[src/rtl/switch_debouncer.sv]
// Per-channel two-flop synchroniser plus stability counter producing a clean level and rise/fall pulses.
// Optional push-on/push-off latch output enabled by defining DEBOUNCE_TOGGLE_EN.
`timescale 1ns/1ps
module switch_debouncer #(
  parameter  int N_SW       = 2,
  parameter  int STABLE_CNT = 1000000,
  localparam int CNT_W      = $clog2(STABLE_CNT)
) (
  input  logic            clk_i,
  input  logic            rst_n_i,
  input  logic [N_SW-1:0] sw_i,
  output logic [N_SW-1:0] sw_clean_o,
  output logic [N_SW-1:0] sw_rise_o,
  output logic [N_SW-1:0] sw_fall_o
`ifdef DEBOUNCE_TOGGLE_EN
  ,
  output logic [N_SW-1:0] sw_toggle_o
`endif
);

  localparam logic [CNT_W-1:0] CNT_MAX = CNT_W'(STABLE_CNT - 1);

  genvar gi;
  generate
    for (gi = 0; gi < N_SW; gi++) begin : g_ch
      logic             s1_q, s2_q;
      logic             clean_q, clean_d;
      logic             rise_q, rise_d;
      logic             fall_q, fall_d;
      logic [CNT_W-1:0] cnt_q, cnt_d;

      // Any sample matching the clean level drops the count back to zero.
      always_comb begin
        cnt_d   = '0;
        clean_d = clean_q;
        rise_d  = 1'b0;
        fall_d  = 1'b0;
        if (s2_q != clean_q) begin
          if (cnt_q == CNT_MAX) begin
            clean_d = s2_q;
            rise_d  = s2_q;
            fall_d  = ~s2_q;
          end else begin
            cnt_d = cnt_q + 1'b1;
          end
        end
      end

      always_ff @(posedge clk_i or negedge rst_n_i) begin
        if (!rst_n_i) begin
          s1_q    <= 1'b0;
          s2_q    <= 1'b0;
          cnt_q   <= '0;
          clean_q <= 1'b0;
          rise_q  <= 1'b0;
          fall_q  <= 1'b0;
        end else begin
          s1_q    <= sw_i[gi];
          s2_q    <= s1_q;
          cnt_q   <= cnt_d;
          clean_q <= clean_d;
          rise_q  <= rise_d;
          fall_q  <= fall_d;
        end
      end

      assign sw_clean_o[gi] = clean_q;
      assign sw_rise_o[gi]  = rise_q;
      assign sw_fall_o[gi]  = fall_q;

`ifdef DEBOUNCE_TOGGLE_EN
      logic tog_q, tog_d;

      // Flips one cycle after each rise pulse.
      assign tog_d = tog_q ^ rise_q;

      always_ff @(posedge clk_i or negedge rst_n_i) begin
        if (!rst_n_i) tog_q <= 1'b0;
        else          tog_q <= tog_d;
      end

      assign sw_toggle_o[gi] = tog_q;
`endif
    end
  endgenerate

endmodule
[config.mk]
export PLATFORM = sky130hd
export DESIGN_NAME = switch_debouncer
export DESIGN_NICKNAME = d
export VERILOG_FILES = /design/src/rtl/switch_debouncer.sv
export SDC_FILE = /design/constraint.sdc
export NUM_CORES = 1
export LEC_CHECK = 0
export CORE_ASPECT_RATIO = 1.25
export CORE_MARGIN = 1
export CORE_UTILIZATION = 27
export CTS_CLUSTER_DIAMETER = 50
export DETAILED_ROUTE_END_ITERATION = 12
export PLACE_DENSITY_LB_ADDON = 0.1
export SETUP_SLACK_MARGIN = 0.4
export SKIP_LAST_GASP = 1
export SYNTH_ARGS = -nofsm -noshare
export SYNTH_HDL_FRONTEND = slang
export SYNTH_SLANG_ARGS = --single-unit
[constraint.sdc]
create_clock -name clk_i -period 1.82 [get_ports clk_i]
set_input_delay 0.455 -clock clk_i [delete_from_list [all_inputs] [get_ports clk_i]]
set_output_delay 0.455 -clock clk_i [all_outputs]
set_load 0.02 [all_outputs]
==> qor.txt <==
initial core utilization - 0.276
area grow syn2layout - 40.4%
Synth warnings - 0
setup slack, reg-to-reg - 0.06 ns
FFs w/ async S/R, synth - 1.00
Final period util - 0.965
Worst Path Required - 2.01 ns
Setup-failing EPs final - 0
Slew Viols, Final - 0
highest-delay cell along the critical path - or4_4
Synth Cell Area - 2390 um^2
area of the die - 9220 um^2
P per Cell Area - 591 nW/um^2
Final Wtd Congestion - 0.740
root buffer cell - clkbuf_8
Hold Vio Cnt, Final - 0
Crit Path Category - reg -> reg
detailed placement HPWL - 3.64 mm
ANT cells - 0
total CTS buffers - 5
CTS HTree Levels - 2
Crit path largest cell delay - 0.52 ns
Layout fillers - 908
Via Count - 1,890
WP data arrival - 1.95 ns
setup_tns - 0 ns
CTS tree - built
reg2reg path depth - 4
Pre-Repair DR Iteration Count - 3
Top FF cell, synth - dfrtp_1
crit path time final - 1.76 ns
Mapped Avg Cell Area - 10.5 um^2
WL final - 5.53 mm
site row count - 38
CORE AREA - 8650 um^2
Cell Chain, Critical Path - nor4b_2 > nand2_1 > or4_4 > mux2_4
run status - completed
Post-Synth XOR/XNOR Area - 0.106
commonest cells in the netlist - dfrtp_1, nor2_1, xnor2_1
maxcap violations - 0
Hold Crit Class - in -> async
Skew-Pair Late Insertion Delay - 0.30 ns
total grt overflow - 0
fmax - 570 MHz
Tot GR Track Use - 0.134
largest family of logic cells by synthesized area - simple AND/OR/NAND/NOR gates
vias per cell - 4.54
pin count of the biggest net entering global routing - 51
FF-to-FF End - g_ch[1].clean_q$_DFFE_PN0P_
DR WL/cell - 13.3 um
first-pass GRT wire length - 9.70 mm
cell with the most instances after synthesis - dfrtp_1
# IOs - 10
number of enable flip-flop cells after synthesis - 0
Post-Synthesis Cells - 227
clock skew - 0.0131 ns
share of layout cells above drive strength 1 - 0.446
Synth Register Bits - 50
P_leak - 1.39 nW
max_slew headroom - 0.757
ranking of synthesized cells by area - dfrtp_1, xnor2_1, nor2_1
Port-buffer cells - 9
sequential area share after synthesis - 0.524
r2r startpoint - g_ch[1].cnt_q[13]$_DFF_PN0_
critical path's top delay family - simple AND/OR/NAND/NOR gates
Tot Pwr - 1.98 mW
endpoint class of the critical path - flip-flop
Max Fanout on Critical Path - 4
largest area contributor in the netlist - dfrtp_1
Reg clk slew, reported paths - 0.10 ns
Synth top area share - 0.524
worst path bufs/invs - 0
DR iter-0 viols - 35
kind of start point of the critical path - flip-flop
# nets final - 301
post-synthesis compound-gate area fraction - 0.0618
Worst VDD drop - 0.274 mV
distinct cell type count of the synthesized netlist - 36
DRT antenna net count - 0
post-synthesis adder-cell area fraction - 0.0105
Die Span X - 86.1 um
multiplexer area fraction after synthesis - 0.0136
Post-Syn Nets - 233
final design utilization - 0.387
initial antenna violation count - 0
CTS sink cnt - 50
die height - 107 um
Worst Tran Pin Value - 0.363 ns
DR DRC count - 0
RSZ-0062 raised after global routing - true
CTS Buffer Depth - 2
Synth Area in Simple Gates - 0.247
number of global-route vias before repair - 2,087
[how the worst max path moves through the flow]
stage                           startpoint                           to  slack [ns]  depth (start not counted)
6_report       g_ch[1].cnt_q[13]$_DFF_PN0_  g_ch[1].clean_q$_DFFE_PN0P_        0.06                          4
5_1_grt        g_ch[1].cnt_q[11]$_DFF_PN0_  g_ch[1].clean_q$_DFFE_PN0P_       -0.01                          4
3_5_place_dp   g_ch[1].cnt_q[13]$_DFF_PN0_  g_ch[1].clean_q$_DFFE_PN0P_        0.03                          4
3_3_place_gp   g_ch[1].cnt_q[13]$_DFF_PN0_  g_ch[1].clean_q$_DFFE_PN0P_        0.04                          4
4_1_cts        g_ch[1].cnt_q[13]$_DFF_PN0_  g_ch[1].clean_q$_DFFE_PN0P_        0.05                          4
2_1_floorplan  g_ch[1].cnt_q[13]$_DFF_PN0_  g_ch[1].clean_q$_DFFE_PN0P_         0.1                          4
[cell families (layout without fill, tap and decap cells)]
family	count (synthesis)	after routing
muxes	3	3
xor gates and xnor gates	29	29
and+or+nand+nor	108	108
DFF	50	50
buffers and inverters	16	85
adders and majority gates	2	2
AOI/OAI and AO/OA	19	19
[stage by stage]
stage | setup WS, ns | area [um^2] | hold WS, ns | instances
detailed placement | 0.0290 | 2880 | 0.339 | 381
floorplan | 0.0996 | 2450 | 0.159 | 227
CTS | 0.0479 | 3290 | 0.131 | 413
global route | -0.0116 | 3350 | 0.142 | 416
finish | 0.0643 | 3350 | 0.124 | 416
global placement | 0.0375 | 2880 | 0.333 | 381
[power breakdown]
group,switching [mW],internal (mW)
Clock,0.377,0.349
Sequential,0.0121,1.13
Combinational,0.0643,0.0547
Total,0.454,1.53
[state kept, by name (all words and copies together) (netlist names)]
name          cells
g_ch.clean_q      2
g_ch.cnt_q       40
g_ch.fall_q       2
g_ch.rise_q       2
g_ch.s1_q         2
g_ch.s2_q         2
[final cells by class]
type	instances	area, um^2	area share
Inverter	7	26.3	0.00784
Clock inverter	1	8.76	0.00261
Timing Repair Buffer	70	568	0.169
Sequential cell	50	1250	0.374
Tap cell	120	150	0.0448
Clock buffer	7	96.3	0.0287
Multi-Input combinational cell	161	1250	0.373
[per-layer routing]
| metal | routed length, um | track usage |
|---|---|---|
| met1 | 2280 | 0.145 |
| met2 | 3070 | 0.262 |
| met3 | 96 | 0.0216 |
| met4 | 74 | 0.0405 |
| met5 | 0 | 0 |
[worst register-to-register path, delay by kind of cell (launching register included)]
family           cells  cell delay (ns)
flip-flops           1             0.44
multiplexers         1             0.31
AND/OR/NAND/NOR      3             0.89
[timing repair]
item / in CTS / in global routing
hold buffers: 0 / 0
setup endpoints to repair: 52 / 49
buffers inserted: 23 / 3
resized for setup: 48 / 20
pin swaps: 15 / 2
cloned: 1 / 0
[cells in the final DEF (no fill, tap or decap), types with 5 or more instances in the layout]
cell      count
or4_4         5
buf_6         8
dfrtp_1      48
buf_4        52
inv_1         7
nand2_1      10
nor2_2       12
nand4_1      10
nor2_1       18
xnor2_1      19
xor2_1       10
clkbuf_8      7
a21oi_2       6
nor3_1        5
nand3_1       9
No activity file was read; power rests on OpenSTA's default activity.
==> patch (config.mk and constraints unchanged) <==
Build with the macro `DEBOUNCE_TOGGLE_EN` defined.
--- a/src/rtl/switch_debouncer.sv
+++ b/src/rtl/switch_debouncer.sv
@@ -1,6 +1,8 @@
 // Per-channel two-flop synchroniser plus stability counter producing a clean level and rise/fall pulses.
 // Optional push-on/push-off latch output enabled by defining DEBOUNCE_TOGGLE_EN.
 `timescale 1ns/1ps
+`define DEBOUNCE_TOGGLE_EN
+
 module switch_debouncer #(
   parameter  int N_SW       = 2,
   parameter  int STABLE_CNT = 1000000,
Check against the original RTL (old outputs only; new: sw_toggle_o): equivalent (equiv_simple and equiv_induct, registers matched by name and starting in step).
==> patch against the original RTL <==
Area after synthesis is 4.4% higher. Combinational power is 13% higher. Final area is 4.6% higher. Worst hold slack worse by 0.11 ns. Via count is 5.4% higher. Largest cell class unchanged. Sequential power is 4% higher. Sequential cell count is 2 higher. Setup slack worse by 0.027 ns. Wire length is 5.6% higher. Total power is 15% higher.
==> patch: results <==
[grt]
grt_first_pass_wirelength_mm = 9.58
grt_max_degree = 42
grt_use_total = 0.130

[routing]
met2_length_mm = 3.22
drt-initial-drc-count = 59
dr.pass1.iters = 4
drt-met1-wl_mm = 2.42
via_count = 1993
wl_met3_um = 98
wire_per_inst_um = 13.5

[placement]
io_buffers = 11
dpl-instance-area_um2 = 2980
dpl_worst_slack_ns = -0.0220

[pwr]
clkPwrFrac = 0.422
comb-power_w = 0.000135
p_leak_nw = 1.43

[cts]
post_cts_buffers = 17
cts_resized = 49

[setup_path]
crit_path_start = g_ch[0].cnt_q[1]$_DFF_PN0_
cp-endpoint = g_ch[0].cnt_q[18]$_DFF_PN0_
crit_arrival_ns = 2.03
worst-path-max-fanout = 6

[sta]
finClkSkew_ns = 0.0172

[yosys]
synth.avg_cell_area_um2 = 10.3
seq_area_frac_synth = 0.522
synth.top_cells.by_count = dfrtp_1 (52), nor2_1 (31), xnor2_1 (19), nand2_1 (16)
yosys-top-cells-area = dfrtp_1 (52%), xnor2_1 (6.7%), nor2_1 (4.7%), xor2_1 (3.5%), buf_4 (2.4%)

[layout]
layout-drive-gt1-share = 0.412

[run_status]
status = complete, no violations
==> patch: cell types whose count changed after synthesis, moves of 4 or more <==
cell / unedited run / this run
clkbuf_1: 0 / 4
nand2_1: 11 / 16
nand4b_1: 0 / 4
o21ai_0: 3 / 7
==> patch: cells by family after synthesis <==
kind of cell / Yosys count / share of synthesized area
simple gates: 115 / 0.256
xor+xnor: 29 / 0.102
buf+inv: 20 / 0.0437
compound gates: 23 / 0.0568
fa+ha+maj: 2 / 0.0100
flops: 52 / 0.522
mux: 2 / 0.00904
==> patch: final cells by class <==
class                           instances  share of cell area
Tap cell                              120              0.0428
Inverter                                5             0.00535
Clock inverter                          3              0.0196
Sequential cell                        52               0.371
Clock buffer                            5              0.0196
Multi-Input combinational cell        171               0.369
Timing Repair Buffer                   75               0.173
==> patch: worst max-delay path: stages, from the launching register on <==
cell	delay [ns]
dfrtp_1	0.40
ha_2	0.21
nand2_2	0.06
or4_4	0.45
or4_4	0.49
a21oi_2	0.12
